$ cat config.mk
export PLATFORM = sky130hd
export DESIGN_NAME = mining_chunk_feeder
export DESIGN_NICKNAME = d
export VERILOG_FILES = /design/src/rtl/mining_pkg.sv /design/src/rtl/mining_chunk_feeder_chunk_assembler.sv /design/src/rtl/mining_chunk_feeder.sv
export SDC_FILE = /design/constraint.sdc
export NUM_CORES = 1
export LEC_CHECK = 0
export BUFFER_PORTS_ARGS = -buffer_cell sky130_fd_sc_hd__buf_2
export CAP_MARGIN = 20
export CELL_PAD_IN_SITES_DETAIL_PLACEMENT = 1
export CELL_PAD_IN_SITES_GLOBAL_PLACEMENT = 2
export CORE_UTILIZATION = 38
export CTS_CLUSTER_DIAMETER = 50
export CTS_CLUSTER_SIZE = 30
export DETAILED_ROUTE_END_ITERATION = 10
export PLACE_DENSITY_LB_ADDON = 0.1
export RECOVER_POWER = 50
export SLEW_MARGIN = 5
export SYNTH_ARGS = -nofsm -noshare
export SYNTH_HDL_FRONTEND = slang
export SYNTH_SLANG_ARGS = --single-unit
$ cat constraint.sdc
create_clock -name clock -period 17.1 [get_ports clock]
set_input_delay 3.42 -clock clock [delete_from_list [all_inputs] [get_ports clock]]
set_output_delay 3.42 -clock clock [all_outputs]
set_load 0.005 [all_outputs]
$ cat src/rtl/mining_pkg.sv
// mining_pkg: shared constants and the feeder state type for the mining
// chunk-load path.
package mining_pkg;

   // Mining_FSM state value that requests a chunk load.
   localparam logic [2:0] ST_LOAD = 3'h1;

   // Chunk geometry: 512-bit chunks built from 32-bit words by default.
   localparam int CHUNK_W    = 512;
   localparam int DEF_WORD_W = 32;
   localparam int WPC        = CHUNK_W / DEF_WORD_W;

   // F_INIT holds s_ready low for the first cycle after reset release.
   // FILL  : no complete chunk is waiting for handoff.
   // FULL  : the oldest buffer holds a complete chunk.
   // DONE  : every chunk has been handed off; only reset leaves it.
   typedef enum logic [1:0] {
      F_INIT = 2'd0,
      FILL   = 2'd1,
      FULL   = 2'd2,
      DONE   = 2'd3
   } feeder_state_e;

endpackage

$ cat src/rtl/mining_chunk_feeder_chunk_assembler.sv
// chunk_assembler: shifts WORD_W-bit words into a 512-bit chunk, MSB-first,
// and raises 'complete' combinationally on the word that finishes a chunk.
module chunk_assembler
   import mining_pkg::*;
#(
   parameter int WORD_W = 32
) (
   input  logic               clock,
   input  logic               reset,
   input  logic               word_en,
   input  logic [WORD_W-1:0]  word_data,
   output logic [CHUNK_W-1:0] chunk,
   output logic               complete
);

   localparam int WPC_L = CHUNK_W / WORD_W;
   localparam int WC_W  = (WPC_L > 1) ? $clog2(WPC_L) : 1;

   logic [WC_W-1:0] word_cnt_q;

   assign complete = word_en && (word_cnt_q == WC_W'(WPC_L - 1));

   // Position of the next word within the chunk; wraps after the last word.
   // NOTE: sequential state uses <= so every flop samples pre-edge values.
   always_ff @(posedge clock or negedge reset) begin
      if (!reset) begin
         word_cnt_q <= '0;
      end else if (word_en) begin
         word_cnt_q <= complete ? '0 : word_cnt_q + 1'b1;
      end
   end

   // Shift register: the first word of a chunk ends up in bits [511-:WORD_W].
   // NOTE: the data shift register is deliberately not reset; the word counter
   // alone decides when its contents are meaningful, and every chunk fully
   // overwrites it before use.
   always_ff @(posedge clock) begin
      if (word_en) begin
         chunk <= {chunk[CHUNK_W-WORD_W-1:0], word_data};
      end
   end

endmodule

$ cat src/rtl/mining_chunk_feeder.sv
// mining_chunk_feeder: producer side of the mining chunk-load interface.
// Assembles a word stream into 512-bit chunks and hands one chunk to
// Preprocessing on each LOAD cycle of Mining_FSM.
// Build option: MINING_FEEDER_DBUF_EN adds a second chunk buffer so assembly
// of the next chunk overlaps with waiting for LOAD.
module mining_chunk_feeder
   import mining_pkg::*;
#(
   parameter int MSG_BITS = 1024,
   parameter int WORD_W   = 32,
   parameter int ADDR_W   = 16
) (
   input  logic               clock,
   input  logic               reset,
   input  logic               s_valid,
   input  logic [WORD_W-1:0]  s_data,
   input  logic               s_last,
   output logic               s_ready,
   input  logic [2:0]         state,
   output logic [CHUNK_W-1:0] message,
   output logic [ADDR_W-1:0]  indirizzo,
   output logic               stopw,
   output logic               underrun,
   output logic               framing_err
);

`ifdef MINING_FEEDER_DBUF_EN
   localparam int NBUF = 2;
`else
   localparam int NBUF = 1;
`endif

   localparam int NCHUNK = MSG_BITS / CHUNK_W;
   localparam int CNT_W  = $clog2(NCHUNK + 1);

   feeder_state_e fsm_q, fsm_d;

   logic [1:0]              full_q;      // per-buffer "complete chunk waiting"
   logic                    wr_sel_q;    // buffer being assembled
   logic                    rd_sel_q;    // oldest buffer, next to hand off
   logic [CNT_W-1:0]        chunk_cnt_q; // chunks handed off so far
   logic [CNT_W-1:0]        fill_cnt_q;  // chunks fully assembled so far
   logic [1:0][CHUNK_W-1:0] asm_q;
   logic [1:0]              cmpl;

   logic word_acc, cmpl_now, load, handoff, last_fill, last_out;

   generate
      for (genvar g = 0; g < NBUF; g++) begin : g_asm
         chunk_assembler #(.WORD_W(WORD_W)) u_asm (
            .clock     (clock),
            .reset     (reset),
            .word_en   (word_acc && (wr_sel_q == 1'(g))),
            .word_data (s_data),
            .chunk     (asm_q[g]),
            .complete  (cmpl[g])
         );
      end
      if (NBUF < 2) begin : g_tie
         assign asm_q[1] = '0;
         assign cmpl[1]  = 1'b0;
      end
   endgenerate

   // Handshake, handoff qualification and next-state decode.
   // NOTE: every signal driven here gets a default first so no latch is inferred.
   always_comb begin
      s_ready   = 1'b0;
      fsm_d     = fsm_q;
      load      = (state == ST_LOAD);
      handoff   = (fsm_q == FULL) && load;
      last_fill = (fill_cnt_q == CNT_W'(NCHUNK - 1));
      last_out  = (chunk_cnt_q == CNT_W'(NCHUNK - 1));

      if (((fsm_q == FILL) || (fsm_q == FULL)) && !full_q[wr_sel_q] &&
          (fill_cnt_q != CNT_W'(NCHUNK))) begin
         s_ready = 1'b1;
      end
      word_acc = s_valid && s_ready;
      cmpl_now = |cmpl;

      case (fsm_q)
         F_INIT: fsm_d = FILL;
         FILL:   if (cmpl_now) fsm_d = FULL;
         FULL: begin
            if (handoff) begin
               if (last_out)                           fsm_d = DONE;
               else if (full_q[~rd_sel_q] || cmpl_now) fsm_d = FULL;
               else                                    fsm_d = FILL;
            end
         end
         DONE:    fsm_d = DONE;
         default: fsm_d = F_INIT;
      endcase
   end

   assign stopw = (fsm_q == DONE);

   // Feeder state register.
   always_ff @(posedge clock or negedge reset) begin
      if (!reset) fsm_q <= F_INIT;
      else        fsm_q <= fsm_d;
   end

   // Buffer occupancy, ping-pong pointers and chunk counters.
   always_ff @(posedge clock or negedge reset) begin
      if (!reset) begin
         full_q      <= '0;
         wr_sel_q    <= 1'b0;
         rd_sel_q    <= 1'b0;
         fill_cnt_q  <= '0;
         chunk_cnt_q <= '0;
      end else begin
         // A completing buffer is never the one being handed off, so the two
         // updates below never touch the same full_q bit.
         if (cmpl_now) begin
            full_q[wr_sel_q] <= 1'b1;
            fill_cnt_q       <= fill_cnt_q + 1'b1;
            wr_sel_q         <= (NBUF == 2) ? ~wr_sel_q : 1'b0;
         end
         if (handoff) begin
            full_q[rd_sel_q] <= 1'b0;
            chunk_cnt_q      <= chunk_cnt_q + 1'b1;
            rd_sel_q         <= (NBUF == 2) ? ~rd_sel_q : 1'b0;
         end
      end
   end

   // Handoff register toward Preprocessing; holds between LOADs.
   always_ff @(posedge clock or negedge reset) begin
      if (!reset) begin
         message   <= '0;
         indirizzo <= '0;
      end else if (handoff) begin
         message   <= asm_q[rd_sel_q];
         indirizzo <= ADDR_W'(chunk_cnt_q);
      end
   end

   // Sticky error flags: LOAD with nothing buffered, and s_last misplacement.
   always_ff @(posedge clock or negedge reset) begin
      if (!reset) begin
         underrun    <= 1'b0;
         framing_err <= 1'b0;
      end else begin
         if ((fsm_q == FILL) && load) underrun <= 1'b1;
         if (word_acc && (s_last != (cmpl_now && last_fill))) framing_err <= 1'b1;
      end
   end

endmodule

---- Yosys cells after proc, flatten, opt, wreduce, memory -nomap -nowiden ----
Index checks and enable logic that the tools add are counted.
storage, ports and cells
  output and inout port bits .............. 532
  flip-flop bits (word level) ............. 1040
  input port bits ......................... 39
  logic and storage cells ................. 48
cells by class
  muxes and demuxes ....................... 9
  reductions and logical operators ........ 14
  equality and inequality tests ........... 11
  add/sub/neg operators ................... 3
operator list
  operator               count
  $logic_and A1 B1 Y1    8
  $mux W2                4
  $pmux W2 S4            1
  $eq A2 B1 Y1 const B   3
  $ne A2 B2 Y1 const B   3
  $add A2 B1 Y2 const B  2
  $add A4 B1 Y4 const B  1
  $eq A2 B2 Y1 const B   2
  $eq A4 B4 Y1 const B   1
  $mux W4                1
  $eq A3 B1 Y1 const B   1
  $mux W1                3
  $logic_not A2 Y1       1
  $logic_or A1 B1 Y1     2
  $reduce_and A2 Y1      1
  $reduce_bool A2 Y1     1
  $logic_not A1 Y1       1
  $ne A1 B1 Y1           1

---- Longest topological paths before layout ----
  depth after elaboration ................. 12
  depth in mapped cells ................... 8
  gate-level depth less buffers ........... 7

---- Hierarchy ----
From an unflattened synthesis, not the netlist that was laid out.
unflattened totals
  cell total of the unflattened synthesis .. 1678
  area, all modules ....................... 37840.0 um^2
modules (own cells, without submodules)
  module               cells an instance  area each (um^2)  sequential area each (um^2)  times used
  mining_chunk_feeder  1149               22275.1           13087.6                      1
  chunk_assembler      529                15564.9           15474.8                      1

---- Least setup slack after synthesis ----
OpenSTA, ideal clock, no wires.
  kind .................................... input-to-reg
  from .................................... input s_valid
  to ...................................... register g_asm[0].u_asm.word_cnt_q[2]
  arrival time ............................ 14.461 ns
  stages .................................. 4
  path buffers ............................ 0
  path slack .............................. 2.519 ns
  library setup time ...................... 0.121 ns
  required time ........................... 16.979 ns
  cells stage by stage .................... nand4bb_4 inv_1 nand2_1 xnor2_1
on the way
  longest elaborated chain between the ends .. 3
ends and longest elaborated chain
  element                           line                                       RTL
  start: declaration                mining_chunk_feeder.sv:15                  input logic s_valid,
  $logic_and A1 B1 Y1 (*)           mining_chunk_feeder.sv:79                  word_acc = s_valid && s_ready;
  named net g_asm[0].u_asm.word_en  mining_chunk_feeder_chunk_assembler.sv:10  input logic word_en,
  $logic_and A1 B1 Y1               mining_chunk_feeder_chunk_assembler.sv:21  assign complete = word_en && (word_cnt_q == WC_W'(WPC_L - 1));
  $mux W4                           mining_chunk_feeder_chunk_assembler.sv:29  word_cnt_q <= complete ? '0 : word_cnt_q + 1'b1;
  end signal: assignment            mining_chunk_feeder_chunk_assembler.sv:29
  end: declaration                  mining_chunk_feeder_chunk_assembler.sv:19  logic [WC_W-1:0] word_cnt_q;
Mark *: on every way through the listed nets, which the timed path passes. The rest lies on a longest branch.
A chain may end at the register's enable or synchronous reset.

---- Worst setup path after layout ----
  from .................................... input s_valid
  to ...................................... register g_asm[0].u_asm.chunk[361], enable pin
on the way
  longest elaborated chain between the ends .. 1
ends and longest elaborated chain
  element                           line                                       RTL
  $logic_and A1 B1 Y1               mining_chunk_feeder.sv:79
  named net g_asm[0].u_asm.word_en  mining_chunk_feeder_chunk_assembler.sv:10
  end signal: assignment            mining_chunk_feeder_chunk_assembler.sv:39  chunk <= {chunk[CHUNK_W-WORD_W-1:0], word_data};
  end: declaration                  mining_chunk_feeder_chunk_assembler.sv:12  output logic [CHUNK_W-1:0] chunk,
The timed path passes the listed nets, and every way through them passes these cells.

==> impl_metrics.env <==
export IMPL_cp_slowest_cell="clkinvlp_2"
export IMPL_fp_dieH_um=308
export IMPL_synth_seq_cells=1039
export IMPL_final_nets=3396
export IMPL_clkTransAtPathRegs_ns=0.06
export IMPL_setup_viol=0
export IMPL_dp_hpwl_um=56200
export IMPL_fin_area_mm2=0.0432
export IMPL_tightest_slew_ns=6.37
export IMPL_synth_top_area_share_pct=43.3
export IMPL_slew_limit_headroom_pct=-327
export IMPL_startpoint="s_valid"
export IMPL_numPortBuffers=556
export IMPL_netlist_area_mm2=0.0355
export IMPL_seqPwrFrac_pct=50.9
export IMPL_crit_buf_inv=4
export IMPL_syn_instance_count=2766
export IMPL_pwr_share_clk_pct=29.3
export IMPL_path_cells="buf_2, nand4bb_1, clkinvlp_2, buf_4, buf_4"
export IMPL_r2r_start="fsm_q[0]"
export IMPL_gp_congestion=0.802
export IMPL_min_period_over_period_pct=64.4
export IMPL_numClockSinks=1039
export IMPL_cpPeakStageDelay_ns=4.73
export IMPL_placed_area_mm2=0.0393
export IMPL_multi_input_area_mm2=0.00619
export IMPL_die_w_um=308
export IMPL_max_freq_mhz=90.8
export IMPL_drc=0
export IMPL_critical_path_class="input pin to register"
export IMPL_diodes=0
export IMPL_final_setup_skew_ns=0.0227
export IMPL_crit_fanout=134
export IMPL_post_drt_wl_per_cell_um=18.8
export IMPL_cts_made_buffers=119
export IMPL_pwr_density_cell_mw_per_mm2=213
export IMPL_drt_pass1_iter_count=5
export IMPL_seq_area_mm2=0.0286
export IMPL_cts_tree="yes"
export IMPL_cts_buffer_depth=3
export IMPL_cp_required_ns=17.40
export IMPL_max_cap_violations=6
export IMPL_cts_resized=0
export IMPL_p_total_mw=9.20
export IMPL_startpoint_type="input pin"
export IMPL_hp_class="register to register"
export IMPL_grt_pass1_vias=22845
export IMPL_yosysTopAreaCell="edfxtp_1"
export IMPL_finalSetupTns_ns=0
export IMPL_viasPerCell=4.55
export IMPL_sw_frac_of_total_pct=31.8
export IMPL_clkLatencyLatePin_ns=0.69
export IMPL_worstHoldStart="g_asm[0].u_asm.chunk[497]"
export IMPL_rows=111
export IMPL_gr_total_overflow=0
export IMPL_drt_iter0_markers=1126
export IMPL_violations="capacitance limit, slew limit"
export IMPL_combPwrFrac_pct=19.8
export IMPL_p_int_mw=6.27
export IMPL_yosys_top_cells_area="edfxtp_1, dfrtp_1, nand2_1"
export IMPL_antenna_found_initial=1
export IMPL_track_usage_pct=18.8
export IMPL_syn_to_final_growth_pct=21.6
export IMPL_avgSynthCellArea_um2=12.9
export IMPL_vias=21391
export IMPL_synth_seq_area_share_pct=80.4
export IMPL_status="finished with violations"
export IMPL_die_area_mm2=0.0948
export IMPL_coreArea_mm2=0.0922
export IMPL_start_util_pct=38.5
export IMPL_grt_pass1_wl_um=137000
export IMPL_ys_types=26
export IMPL_num_io_pins=571
export IMPL_p_leak_nw=19.8
export IMPL_endpoint_kind="register"
export IMPL_ctsHoldBuffers=0
export IMPL_hold_viol_final=0
export IMPL_yosysWarnings=0
export IMPL_grt_max_degree=208
export IMPL_cts_root_buf="clkbuf_16"
export IMPL_crit_top_cell="buf_4"
export IMPL_arrival_ns=11.31
export IMPL_totalWireLength_um=88500
export IMPL_fillCellCount=9799
export IMPL_final_layout_size_suffix_gt1_share_pct=14.8
export IMPL_final_max_slew_viol_count=469
export IMPL_rsz0062_at_grt="false"
export IMPL_instances_no_fill=4699
export IMPL_critical_path_top_delay_family="buffers and inverters"
export IMPL_antenna_left=0
export IMPL_placed_cells=4470
export IMPL_ir_drop_mv=0.0958
export IMPL_cts_setup_buffers=0
export IMPL_htreeDepth=3
export IMPL_p_switching_mw=2.93
export IMPL_period_minus_slack_ns=11.01
## synth_stat cells (all sizes together)
cell / count
nand2: 1551
a21oi: 3
nand3: 1
ha: 8
a31oi: 3
clkbuf: 6
nor2: 1
conb: 1
or3b: 1
dfrtp: 527
o21a: 1
buf: 122
o21ai: 7
or2: 1
nor3b: 2
a21o: 2
inv: 7
and2: 1
nand4: 2
edfxtp: 512
xnor2: 4
o31ai: 2
nand4bb: 1
## layout make-up
type / instances / share of cell area [%]
Clock inverter: 83 / 2.52
Sequential cell: 1039 / 66.1
Multi-Input combinational cell: 1605 / 14.3
Inverter: 7 / 0.0637
Tap cell: 1243 / 3.60
Clock buffer: 145 / 7.35
Timing Repair Buffer: 577 / 6.09
## tightest hold or removal path, cell delays in order, from the launching register on
cell	delay (ns)
edfxtp_1	0.32
nand2_1	0.05
nand2_1	0.04
## layout by cell type, fill, tap and decap left out, types with 5 or more instances in the layout
cell and instances:
clkinv_8 5, bufinv_16 17, inv_8 8, clkinvlp_4 13, inv_1 6, buf_4 14, inv_6 17, dfrtp_1 527
clkbuf_16 119, clkbuf_1 291, clkbuf_8 10, buf_2 281, o21ai_0 7, clkinv_2 8, conb_1 14, edfxtp_1 512
nand2_1 1551, clkinv_4 10, ha_1 8
## flip-flops by register name, indices dropped and copies added (netlist names)
name / flops
full_q: 1
g_asm.u_asm.chunk: 512
g_asm.u_asm.word_cnt_q: 4
fill_cnt_q: 2
indirizzo: 2
framing_err: 1
underrun: 1
chunk_cnt_q: 2
fsm_q: 2
message: 512
## cells by family after synthesis
group,share of synthesized area [%]
AOI/OAI and AO/OA,0.299
and+or+nand+nor,16.6
DFF,80.4
xor gates and xnor gates,0.0986
other,0.0105
buffers and inverters,2.32
adders and majority gates,0.282
## routing by layer
layer  vias up  GRT usage (%)  share of wire [%]
met1     10637           23.8                 42
met5         -              0                  0
met4         0           7.36                3.3
li1      10077              -                  -
met2       532           29.8                 47
met3       145           6.21                7.9
## per-stage QoR
step | hold slack (ns) | setup slack, ns | util [%]
after floorplan | 0.415 | 2.52 | -
after global placement | 0.422 | 9.58 | 42.7
after detailed placement | 0.425 | 9.44 | 42.7
after CTS | 0.436 | 10.16 | 47.3
after global routing | 0.449 | 5.16 | 46.9
final | 0.434 | 6.09 | 46.9
## worst paths after layout
| path | slack (ns) | cells after the start | endpoint |
|---|---|---|---|
| setup / recovery | 6.09 | 5 | g_asm[0].u_asm.chunk[361] |
| hold / removal | 0.43 | 2 | message[497] |
| setup reg to reg | 8.07 | 6 | g_asm[0].u_asm.chunk[361] |
| hold reg to reg | 0.43 | 2 | message[497] |
| max in group asynchronous | 7.51 | 2 | message[426] |
| min in group asynchronous | 4.26 | 1 | message[510] |
## power by group through the flow
| stage | sequential, mW | clock, mW | combinational, mW |
|---|---|---|---|
| floorplan | 4.86 | 0 | 0.758 |
| global placement | 4.64 | 0 | 1.91 |
| detailed placement | 4.69 | 0 | 1.96 |
| CTS | 4.66 | 2.77 | 1.97 |
| global route | 4.84 | 2.87 | 2.07 |
| finish | 4.68 | 2.70 | 1.82 |
Power figures use the tool's default switching activity.
